===== config.mk =====
export PLATFORM = sky130hd
export DESIGN_NAME = forward_pass
export DESIGN_NICKNAME = d
export VERILOG_FILES = /design/src/rtl/dt_pkg.sv /design/src/rtl/dt_min4_inc.sv /design/src/rtl/forward_pass.sv
export SDC_FILE = /design/constraint.sdc
export NUM_CORES = 1
export LEC_CHECK = 0
export BUFFER_PORTS_ARGS = -buffer_cell sky130_fd_sc_hd__buf_2
export CAP_MARGIN = 10
export CORE_AREA = 2 2 102 104
export DETAILED_ROUTE_END_ITERATION = 8
export DIE_AREA = 0 0 104 106
export GPL_TIMING_DRIVEN = 0
export PLACE_DENSITY = 0.69
export SYNTH_ARGS = -nofsm -noshare
export SYNTH_HDL_FRONTEND = slang
export SYNTH_SLANG_ARGS = --single-unit

===== constraint.sdc =====
create_clock -name clk -period 5.81 [get_ports clk]
set_clock_uncertainty 0.15 [all_clocks]
set_input_delay 1.162 -clock clk [delete_from_list [all_inputs] [get_ports clk]]
set_output_delay 1.162 -clock clk [all_outputs]
set_load 0.005 [all_outputs]

===== src/rtl/dt_pkg.sv =====
// Shared constants, state encoding and neighbour offsets for the two-pass
// chamfer distance transform (forward and backward passes).
package dt_pkg;

    localparam int IMG_W  = 128;
    localparam int IMG_H  = 128;
    localparam int ADDR_W = 14;
    localparam int DATA_W = 8;
    localparam int STI_W  = 16;

    localparam int COL_W  = $clog2(IMG_W);
    localparam int ROW_W  = $clog2(IMG_H);
    localparam int PIX_W  = $clog2(STI_W);
    localparam int STI_AW = ADDR_W - PIX_W;

    localparam logic [ADDR_W-1:0] LAST_PIX = ADDR_W'(IMG_W * IMG_H - 1);

    localparam logic [ADDR_W-1:0] OFF_NW = ADDR_W'(129);
    localparam logic [ADDR_W-1:0] OFF_N  = ADDR_W'(128);
    localparam logic [ADDR_W-1:0] OFF_NE = ADDR_W'(127);
    localparam logic [ADDR_W-1:0] OFF_W  = ADDR_W'(1);

    typedef enum logic [2:0] {
        IDLE,
        FETCH,
        CHECK,
        LOAD,
        WRITE,
        DONE
    } fwd_state_t;

    // Neighbour visiting order during LOAD: NW, N, NE, W.
    function automatic logic [ADDR_W-1:0] nb_offset(input logic [1:0] k);
        case (k)
            2'd0:    return OFF_NW;
            2'd1:    return OFF_N;
            2'd2:    return OFF_NE;
            default: return OFF_W;
        endcase
    endfunction

endpackage


===== src/rtl/dt_min4_inc.sv =====
// Combinational minimum of four distances plus one, saturating at all-ones.
module dt_min4_inc
    import dt_pkg::*;
(
    input  logic [DATA_W-1:0] nb0,
    input  logic [DATA_W-1:0] nb1,
    input  logic [DATA_W-1:0] nb2,
    input  logic [DATA_W-1:0] nb3,
    output logic [DATA_W-1:0] result
);

    logic [DATA_W:0] min01;
    logic [DATA_W:0] min23;
    logic [DATA_W:0] min_all;
    logic [DATA_W:0] sum;

    assign min01   = (nb0 < nb1) ? {1'b0, nb0} : {1'b0, nb1};
    assign min23   = (nb2 < nb3) ? {1'b0, nb2} : {1'b0, nb3};
    assign min_all = (min01 < min23) ? min01 : min23;
    assign sum     = min_all + (DATA_W + 1)'(1);
    assign result  = sum[DATA_W] ? '1 : sum[DATA_W-1:0];

endmodule


===== src/rtl/forward_pass.sv =====
// Forward chamfer pass: raster-scans sti_ROM and writes forward distances to res_RAM.
// Optional object-pixel counter output enabled by defining FWD_OBJ_CNT_EN.
module forward_pass
    import dt_pkg::*;
(
    input  logic              clk,
    input  logic              reset,
    input  logic              fwd_en,
    output logic [STI_AW-1:0] sti_addr,
    input  logic [STI_W-1:0]  sti_di,
    output logic [ADDR_W-1:0] res_addr_fwd,
    output logic              res_rd_fwd,
    output logic              res_wr_fwd,
    output logic [DATA_W-1:0] res_do_fwd,
    input  logic [DATA_W-1:0] res_di,
    output logic              fwd_done
`ifdef FWD_OBJ_CNT_EN
    ,
    output logic [ADDR_W-1:0] obj_count
`endif
);

    fwd_state_t        state_reg, state_next;
    logic [ADDR_W-1:0] cur_reg;
    logic [1:0]        cnt_reg;
    logic [STI_W-1:0]  word_reg;
    logic [DATA_W-1:0] nb_reg [0:3];

    logic [ROW_W-1:0]  row;
    logic [COL_W-1:0]  col;
    logic [PIX_W-1:0]  bit_sel;
    logic              border;
    logic              obj_pix;
    logic [DATA_W-1:0] min_inc;

    assign row     = cur_reg[ADDR_W-1 -: ROW_W];
    assign col     = cur_reg[COL_W-1:0];
    assign bit_sel = PIX_W'(STI_W - 1) - cur_reg[PIX_W-1:0];
    assign border  = (row == '0) || (row == ROW_W'(IMG_H - 1)) ||
                     (col == '0) || (col == COL_W'(IMG_W - 1));
    assign obj_pix = word_reg[bit_sel] && !border;

    dt_min4_inc u_min4_inc (
        .nb0    (nb_reg[0]),
        .nb1    (nb_reg[1]),
        .nb2    (nb_reg[2]),
        .nb3    (nb_reg[3]),
        .result (min_inc)
    );

    always_ff @(posedge clk) begin
        if (!reset) begin
            state_reg <= IDLE;
            cur_reg   <= '0;
            cnt_reg   <= '0;
            word_reg  <= '0;
        end else begin
            state_reg <= state_next;
            case (state_reg)
                FETCH: word_reg <= sti_di;
                CHECK: cnt_reg  <= '0;
                LOAD:  cnt_reg  <= cnt_reg + 2'd1;
                WRITE: if (cur_reg != LAST_PIX) cur_reg <= cur_reg + ADDR_W'(1);
                default: ;
            endcase
        end
    end

    // Each neighbour slot captures the RAM read issued in its own LOAD cycle.
    generate
        for (genvar gi = 0; gi < 4; gi++) begin : g_nb
            always_ff @(posedge clk) begin
                if (!reset)
                    nb_reg[gi] <= '1;
                else if (state_reg == LOAD && cnt_reg == 2'(gi))
                    nb_reg[gi] <= res_di;
            end
        end
    endgenerate

    always_comb begin
        state_next   = state_reg;
        sti_addr     = '0;
        res_addr_fwd = '0;
        res_rd_fwd   = 1'b0;
        res_wr_fwd   = 1'b0;
        res_do_fwd   = '0;
        fwd_done     = 1'b0;
        case (state_reg)
            IDLE: if (fwd_en) state_next = FETCH;
            FETCH: begin
                sti_addr   = cur_reg[ADDR_W-1:PIX_W];
                state_next = CHECK;
            end
            CHECK: state_next = obj_pix ? LOAD : WRITE;
            LOAD: begin
                res_rd_fwd   = 1'b1;
                res_addr_fwd = cur_reg - nb_offset(cnt_reg);
                if (cnt_reg == 2'd3) state_next = WRITE;
            end
            WRITE: begin
                res_wr_fwd   = 1'b1;
                res_addr_fwd = cur_reg;
                res_do_fwd   = obj_pix ? min_inc : '0;
                if (cur_reg == LAST_PIX)
                    state_next = DONE;
                else if (cur_reg[PIX_W-1:0] == '1)
                    state_next = FETCH;
                else
                    state_next = CHECK;
            end
            DONE: fwd_done = 1'b1;
            default: state_next = IDLE;
        endcase
    end

`ifdef FWD_OBJ_CNT_EN
    always_ff @(posedge clk) begin
        if (!reset)
            obj_count <= '0;
        else if (state_reg == IDLE && fwd_en)
            obj_count <= '0;
        else if (state_reg == WRITE && obj_pix)
            obj_count <= obj_count + ADDR_W'(1);
    end
`endif

endmodule


==> summary.txt, run 1 <==
sequential fraction of the synthesis area - 0.346
clk buf depth - 2
multi-input combinational cell area - 3210 µm²
Reg area - 1660 µm²
hold crit path type - flop to flop
Nets - 717
max reg flops - 32
critical-path maximum fanout - 6
clk sink count - 67
Setup CP Type - flop to primary output
Post-DP HPWL - 8.86 mm
Ys Warns - 0
Final Hold Fails - 0
Hold Crit Endpoint - word_reg[5]
core box area - 10000 µm²
Tmin final - 5.82 ns
routed len/inst - 15.6 µm
CTS H-tree lvls - 3
Finished Core Util - 0.600
clock latency on the worst-skew pair - 0.34 ns
clock input transition at the sequential cells of the worst setup and hold paths - 0.06 ns
die area - 11,000 µm²
TritonCTS Buffers - 9
Routed WL - 12.3 mm
R2R Path Start - cur_reg[1]
Max Slew Vio Count - 0
initial antenna violation count - 0
Initial Util - 0.480
vias in the first global route - 4,116
Hold Crit Depth - 2
violated checks - setup timing
row cnt - 37
PwrDens - 187 nW/µm²
non-filler instance count after layout - 792
#FFs+latches synth - 67
setup ws final - -0.00806 ns
filler cell count - 902
Worst Setup End Kind - primary output
cell area after layout - 6000 µm²
Routed Antenna Nets - 0
HP Start - word_reg[5]
Max VDD drop - 0.189 mV
worst slew pin tran - 1.09 ns
vias per inst - 5.45
CP required - 4.50 ns
CP Launch Type - flop
r2r setup slk - 3.02 ns
Hold Slack - 0.302 ns
share of cells above drive strength 1 - 0.306
Cells after Synth - 550
Critical R2R Capture - state_reg[0]
Syn Nets - 616
placed cell area - 5280 µm²
largest net degree at the start of global routing - 12
f_max - 0.172 GHz
Die Y - 106 µm
Root Buffer - clkbuf_8
ys flop type - dfxtp_1
asr flop ratio synth - 0
first-pass GRT wire length - 19.1 mm
GPL Wtd Cong - 0.901
Worst R2R Path Depth - 7
Final setup viols - 1
leakage power - 0.00251 µW
P&R area growth vs syn - 24.9%
slew margin rel. - 0.271
Synth Cell Area - 4800 µm²
part of the cycle the worst path needs - 1.00
Critical Path Start - nb_reg[0][5]
initial DRC count - 196
total global routing overflow - 0
IO Port Bufs - 61
RSZ-0062 raised after global routing - yes
gr usage total - 0.214
DR vias - 4,320
Pre-antenna DRT Iters - 5
TritonCTS clock tree - yes
Pwr Total - 1120 µW
post-synth cell types - 69
syn avg cell area - 8.73 µm²
I/O Pins - 62
placed cells - 747
max-cap violations - 0
DRC Markers - 0
Die Span X - 104 µm
Antenna Cells - 0
WP data arrival - 4.51 ns
Post-synth EDFFs - 32
outcome - complete, but fails checks
-- how the worst max path moves through the flow --
stage / end / slack (ns)
global route: res_do_fwd[3] / -0.22
detailed placement: res_do_fwd[1] / -0.16
global placement: res_do_fwd[1] / -0.08
finish: res_do_fwd[3] / -0.008
floorplan: res_do_fwd[4] / 0.54
CTS: res_do_fwd[1] / 0.01
-- stage by stage --
| stage | setup TNS [ns] | setup slack (ns) |
|---|---|---|
| floorplan | 0 | 0.541 |
| global placement | -0.413 | -0.0758 |
| detailed placement | -0.842 | -0.160 |
| CTS | 0 | 0.00968 |
| global route | -1.56 | -0.217 |
| finish | -0.00806 | -0.00806 |
-- per-layer routing --
metal / vias up / wire length, µm / global-route usage
met4: 0 / 408 / 0.0907
li1: 2141 / - / -
met2: 103 / 6480 / 0.404
met3: 31 / 440 / 0.0319
met1: 2045 / 4990 / 0.239
met5: - / 0 / 0
-- cell families after synthesis --
group | after synthesis | share of synthesized area
fa+ha+maj | 39 | 0.103
simple gates | 216 | 0.231
mux | 27 | 0.0729
compound gates | 122 | 0.165
xor+xnor | 15 | 0.0274
flops | 67 | 0.346
buf+inv | 64 | 0.0550
-- worst max-delay path, stage by stage (launching register included) --
cell       delay, ns
edfxtp_1        0.46
ha_4            0.28
a211oi_4        0.25
o21bai_1        0.14
o21bai_1        0.17
buf_4           0.17
mux2_4          0.34
ha_4            0.26
a21o_1          0.17
a221oi_2        0.32
o21a_1          0.23
nand2_2         0.10
buf_8           0.15
a21oi_4         0.15
ha_4            0.20
nand3_2         0.11
mux2i_4         0.24
nand4bb_4       0.17
o21ai_1         0.12
buf_2           0.13
-- what timing repair did --
| action | in CTS | in global routing |
|---|---|---|
| endpoints found under the setup margin | 8 | 8 |
| pin swaps | 5 | 13 |
| gates resized for setup | 16 | 45 |
| hold buffers | 0 | 0 |
| gates cloned | 1 | 0 |
| buffers inserted | 8 | 20 |
-- synthesized netlist by cell type, types with 11 or more instances --
| master | n | share of area |
|---|---|---|
| o21ai_0 | 35 | 0.036 |
| ha_1 | 38 | 0.099 |
| nand2_1 | 74 | 0.058 |
| a21oi_1 | 36 | 0.038 |
| inv_1 | 36 | 0.028 |
| edfxtp_1 | 32 | 0.20 |
| dfxtp_1 | 35 | 0.15 |
| nand3_1 | 19 | 0.020 |
| clkbuf_1 | 20 | 0.016 |
| and2_1 | 11 | 0.014 |
| nor2_1 | 27 | 0.021 |
| mux2i_1 | 16 | 0.033 |
| or2_2 | 32 | 0.042 |
-- report_power, final --
part           internal, µW  total [µW]  switching [µW]
combinational           113         274             161
clock                   152         319             167
sequential              518         529            11.3
total                   783        1120             339
-- cell type report --
type,count,area share
flip-flops and latches,67,0.277
clock inverters,4,0.00334
inverters,36,0.0225
repair buffers,90,0.0874
clock buffers,12,0.0225
well taps,136,0.0284
multi-input cells,419,0.535
plain buffers,28,0.0238
-- layout by cell type (no fill, tap or decap), drive strengths merged, types with 4 or more instances in the layout --
cell and instances:
and4 4, o21a 4, nand2b 7, xor2 6, clkinv 4, clkbuf 32
nor3 12, ha 38, dfxtp 35, mux4 5, mux2 5, or3 6
edfxtp 32, a21oi 37, and3 7, xnor2 9, nor2b 6, inv 36
nor2 27, buf 98, and2 11, or2 33, nand3 19, mux2i 17
nand2 75, o21ai 43
No activity file was read; power rests on OpenSTA's default activity.
==> run 2: changes to the inputs <==
CORE_AREA = 2 2 94 96   (was 2 2 102 104)
DIE_AREA = 0 0 96 98   (was 0 0 104 106)
GPL_TIMING_DRIVEN = unset   (was 0)
PLACE_DENSITY = 0.79   (was 0.69)
==> summary.txt, run 2 (synthesis gave the netlist of run 1 again) <==
Hold Crit Depth - 2 (unchanged)
filler cell count - 673 (was 902)
critical-path maximum fanout - 5 (was 6)
Hold Slack - 0.305 ns (was 0.302 ns)
clock input transition at the sequential cells of the worst setup and hold paths - 0.08 ns (was 0.06 ns)
P&R area growth vs syn - 19.7% (was 24.9%)
commonest non-fill, non-tap cell in the layout - nand2_1 (unchanged)
clk buf depth - 2 (unchanged)
GPL Wtd Cong - 0.900 (was 0.901)
worst slew pin tran - 0.997 ns (was 1.09 ns)
Tmin final - 5.66 ns (was 5.82 ns)
Setup CP Type - flop to primary output (unchanged)
PwrDens - 203 nW/µm² (was 187 nW/µm²)
TritonCTS Buffers - 9 (unchanged)
share of cells above drive strength 1 - 0.291 (was 0.306)
leakage power - 0.00245 µW (was 0.00251 µW)
gr usage total - 0.252 (was 0.214)
vias in the first global route - 4,023 (was 4,116)
Pre-antenna DRT Iters - 4 (was 5)
Final TNS setup - 0 ns (was -0.00806 ns)
core box area - 8470 µm² (was 10000 µm²)
Routed Antenna Nets - 0 (unchanged)
slew margin rel. - 0.335 (was 0.271)
Initial Util - 0.567 (was 0.480)
part of the cycle the worst path needs - 0.973 (was 1.00)
largest net degree at the start of global routing - 33 (was 12)
f_max - 0.177 GHz (was 0.172 GHz)
Routed WL - 11.9 mm (was 12.3 mm)
Die Y - 98 µm (was 106 µm)
met1 global-route usage - 0.303 (was 0.239)
Final setup viols - 0 (was 1)
row cnt - 34 (was 37)
CTS H-tree lvls - 3 (unchanged)
initial DRC count - 285 (was 196)
CP Launch Type - flop (unchanged)
most frequent cells in the layout - nand2_1, buf_2, dfxtp_1 (unchanged)
die area - 9410 µm² (was 11,000 µm²)
DRC Markers - 0 (unchanged)
DR vias - 4,270 (was 4,320)
met2 Use GR - 0.429 (was 0.404)
IO Port Bufs - 61 (unchanged)
Die Span X - 96 µm (was 104 µm)
initial antenna violation count - 0 (unchanged)
first-pass GRT wire length - 18.6 mm (was 19.1 mm)
Antenna Cells - 0 (unchanged)
gr busiest metal - met2 (unchanged)
max-cap violations - 0 (unchanged)
Nets - 687 (was 717)
WP data arrival - 4.34 ns (was 4.51 ns)
I/O Pins - 62 (unchanged)
CP required - 4.50 ns (about the same)
Max VDD drop - 0.178 mV (was 0.189 mV)
cell area after layout - 5750 µm² (was 6000 µm²)
Root Buffer - clkbuf_8 (unchanged)
clock latency on the worst-skew pair - 0.35 ns (was 0.34 ns)
total global routing overflow - 0 (unchanged)
placed cell area - 5190 µm² (was 5280 µm²)
vias per inst - 5.82 (was 5.45)
Max Slew Vio Count - 0 (unchanged)
max reg flops - 32 (unchanged)
outcome - completed (was complete, but fails checks)
hold crit path type - flop to flop (unchanged)
routed len/inst - 16.2 µm (was 15.6 µm)
Final Hold Fails - 0 (unchanged)
met3 usage in global routing - 0.0394 (was 0.0319)
Post-DP HPWL - 8.53 mm (was 8.86 mm)
TritonCTS clock tree - yes (unchanged)
Worst R2R Path Depth - 10 (was 7)
Worst Setup End Kind - primary output (unchanged)
clk sink count - 67 (unchanged)
run 2: cell count changes in the layout (fill, tap and decap cells not counted), sizes merged:
cell	before	now
buf	98	88
bufinv	0	1
clkbuf	32	9
clkinvlp	0	1
inv	36	37
run 2: metal layers:
| metal | vias up | wire length [µm] | part of all wire |
|---|---|---|---|
| li1 | 2085 | - | - |
| met1 | 2029 | 4750 | 0.40 |
| met2 | 122 | 6170 | 0.52 |
| met3 | 34 | 512 | 0.043 |
| met4 | 0 | 440 | 0.037 |
| met5 | - | 0 | 0 |
run 2: metrics by stage:
stage           util  total power (µW)  std cells  setup slack (ns)
3_3_place_gp   0.613               774        700             0.390
2_1_floorplan      -               721        550             0.541
6_report       0.679              1160        734             0.154
3_5_place_dp   0.613               783        700             0.195
4_1_cts        0.639              1160        717            0.0118
5_1_grt        0.679              1220        734           -0.0776
run 2: final cells by class:
type	count	area, µm²	share of cell area
clock buffer	9	124	0.0215
clock inverter	7	67.6	0.0117
tap	108	135	0.0235
inverter	36	135	0.0235
sequential	67	1660	0.289
timing repair buffer	88	515	0.0896
multi-input combinational	419	3110	0.541
run 2: where the power goes:
part	internal (µW)	switching (µW)
Sequential	518	25.5
Combinational	100	140
Clock	197	184
Total	815	350
run 2: worst paths after layout:
| check | start | to | slack [ns] |
|---|---|---|---|
| worst min-delay path | word_reg[8] | word_reg[8] | 0.31 |
| worst max register to register | cur_reg[1] | cur_reg[8] | 3.08 |
| worst max-delay path | nb_reg[1][4] | res_do_fwd[4] | 0.15 |
| worst min register to register | word_reg[8] | word_reg[8] | 0.31 |
run 2: repair_timing:
action,in CTS,in global routing
pin swaps,0,11
endpoints found under the setup margin,8,8
gates resized for setup,5,36
hold buffers,0,0
buffers inserted,1,17
run 2: critical path, cell delays in order (launching register included):
cell and delay, ns:
edfxtp_1 0.39, inv_1 0.08, ha_1 0.24, a211oi_4 0.29, o21bai_1 0.11, o21bai_4 0.22
mux2_4 0.33, ha_1 0.32, and3_1 0.18, a221oi_2 0.26, o21a_1 0.21, o21ai_1 0.09
a2bb2oi_2 0.22, ha_4 0.20, nand2_2 0.08, nor4_4 0.25, a21oi_1 0.09, xor2_1 0.18
o21ai_1 0.12, buf_2 0.12
==> run 3: changes to the inputs <==
ABC_AREA = 0   (was unset)
PLACE_DENSITY = unset   (was 0.79)
PLACE_DENSITY_LB_ADDON = 0.25   (was unset)
==> summary.txt, run 3 (synthesis gave the netlist of run 1 again) <==
Switching Share - 0.294 (was 0.300)
Initial Util - 0.567 (unchanged)
Setup CP Type - flop to primary output (unchanged)
max reg flops - 32 (unchanged)
P&R area growth vs syn - 20.8% (was 19.7%)
Tmin final - 5.64 ns (was 5.66 ns)
Die Y - 98 µm (unchanged)
sequential share of power - 0.453 (was 0.467)
RSZ-0062 raised after global routing - yes
largest net degree at the start of global routing - 33 (unchanged)
gr usage total - 0.247 (was 0.252)
clk buf depth - 2 (unchanged)
Max VDD drop - 0.227 mV (was 0.178 mV)
total global routing overflow - 0 (unchanged)
most frequent cells in the layout - nand2_1, buf_2, dfxtp_1 (unchanged)
Clock power frac - 0.344 (was 0.327)
WP data arrival - 4.33 ns (was 4.34 ns)
Routed Antenna Nets - 0 (unchanged)
vias in the first global route - 3,871 (was 4,023)
GPL Wtd Cong - 0.951 (was 0.900)
Post-DP HPWL - 8.54 mm (was 8.53 mm)
DR vias - 4,171 (was 4,270)
PwrDens - 207 nW/µm² (was 203 nW/µm²)
share of cells above drive strength 1 - 0.302 (was 0.291)
Final setup viols - 0 (unchanged)
DRC Markers - 0 (unchanged)
Pre-antenna DRT Iters - 4 (unchanged)
hold crit path type - flop to flop (unchanged)
initial DRC count - 198 (was 285)
f_max - 0.177 GHz (about the same)
TritonCTS clock tree - yes (unchanged)
Comb power frac - 0.202 (was 0.207)
switching power total - 352 µW (was 350 µW)
clock latency on the worst-skew pair - 0.35 ns (about the same)
CTS H-tree lvls - 3 (unchanged)
Routed WL - 11.7 mm (was 11.9 mm)
filler cell count - 680 (was 673)
Final Hold Fails - 0 (unchanged)
row cnt - 34 (unchanged)
commonest non-fill, non-tap cell in the layout - nand2_1 (unchanged)
leakage power - 0.00248 µW (was 0.00245 µW)
cell internal pwr - 847 µW (was 815 µW)
TritonCTS Buffers - 9 (unchanged)
placed cells - 700 (unchanged)
Max Slew Vio Count - 0 (unchanged)
Die Span X - 96 µm (unchanged)
Final TNS setup - 0 ns (unchanged)
slew margin rel. - 0.357 (was 0.335)
vias per inst - 5.71 (was 5.82)
clk sink count - 67 (unchanged)
clock input transition at the sequential cells of the worst setup and hold paths - 0.08 ns (about the same)
die area - 9410 µm² (unchanged)
part of the cycle the worst path needs - 0.972 (was 0.973)
core box area - 8470 µm² (unchanged)
non-filler instance count after layout - 730 (was 734)
outcome - completed (unchanged)
max-cap violations - 0 (unchanged)
I/O Pins - 62 (unchanged)
routed len/inst - 16.0 µm (was 16.2 µm)
worst slew pin tran - 0.963 ns (was 0.997 ns)
first-pass GRT wire length - 18.1 mm (was 18.6 mm)
hold-fix buffers at CTS - 0 (unchanged)
Antenna Cells - 0 (unchanged)
Worst Setup End Kind - primary output (unchanged)
critical-path maximum fanout - 6 (was 5)
CP required - 4.50 ns (about the same)
CP Launch Type - flop (unchanged)
Root Buffer - clkbuf_8 (unchanged)
IO Port Bufs - 61 (unchanged)
initial antenna violation count - 0 (unchanged)
Nets - 683 (was 687)
[run 3: changes by cell type in the layout (fill, tap and decap cells not counted), moves of 2 or more]
cell      change
nand3_2       +2
clkinv_1      -2
o21ai_0       -3
o21ai_1       -2
buf_4         -6
buf_6         +2
nand3_1       -2
o21ai_2       +5
[run 3: metrics by stage]
stage,total power [µW],instance area [µm²],utilization,setup slack (ns),hold slack (ns)
after floorplan,721,4800,-,0.541,0.283
after global placement,775,5190,0.613,0.242,0.290
after detailed placement,784,5190,0.613,0.108,0.293
after CTS,1190,5460,0.645,0.00884,0.303
after global routing,1250,5800,0.685,-0.0861,0.322
final,1200,5800,0.685,0.165,0.302
[run 3: cell type report]
cell class | count | area [µm²] | area share
multi-input cells | 419 | 3170 | 0.546
flip-flops and latches | 67 | 1660 | 0.286
repair buffers | 84 | 493 | 0.0850
clock buffers | 11 | 153 | 0.0263
inverters | 36 | 135 | 0.0233
well taps | 108 | 135 | 0.0233
clock inverters | 5 | 58.8 | 0.0101
[run 3: per-layer routing]
| metal | GRT usage | vias to the layer above | share of wire |
|---|---|---|---|
| met2 | 0.434 | 110 | 0.52 |
| met3 | 0.0448 | 26 | 0.044 |
| met5 | 0 | - | 0 |
| li1 | - | 2078 | - |
| met1 | 0.294 | 1957 | 0.41 |
| met4 | 0.0989 | 0 | 0.029 |
[run 3: critical path, cell delays in order, from the launching register on]
cell and delay [ns]:
edfxtp_1 0.41, inv_1 0.07, ha_1 0.30, and4_1 0.17, o21ai_1 0.07, o221ai_2 0.23, buf_6 0.17, mux2i_4 0.30
ha_4 0.25, a21o_1 0.18, a221oi_4 0.28, o21a_2 0.24, nand2_4 0.09, a21oi_4 0.18, ha_4 0.19, nand2_2 0.07
nor4_2 0.25, a21oi_1 0.09, xor2_1 0.18, o21ai_2 0.14, buf_2 0.12
[run 3: power by group through the flow]
stage                     Sequential, µW  Combinational (µW)  Clock [µW]
after floorplan                      536                 185           0
after global placement               552                 223           0
after detailed placement             554                 230           0
after CTS                            543                 233         416
after global routing                 548                 268         436
final                                543                 243         412
[run 3: repair_timing]
action                                  CTS  global route
setup buffers                             3            11
resized for setup                         9            49
endpoints found under the setup margin    8             8
cloned                                    0             0
pin swaps                                 4            16
[run 3: path summary, 6_finish.rpt]
| kind | slack, ns | startpoint | end | cells after the start |
|---|---|---|---|---|
| worst max-delay path | 0.17 | nb_reg[3][5] | res_do_fwd[4] | 20 |
| worst min-delay path | 0.30 | word_reg[12] | word_reg[12] | 2 |
| worst max register to register | 3.14 | cur_reg[1] | cur_reg[8] | 10 |
| worst min register to register | 0.30 | word_reg[12] | word_reg[12] | 2 |
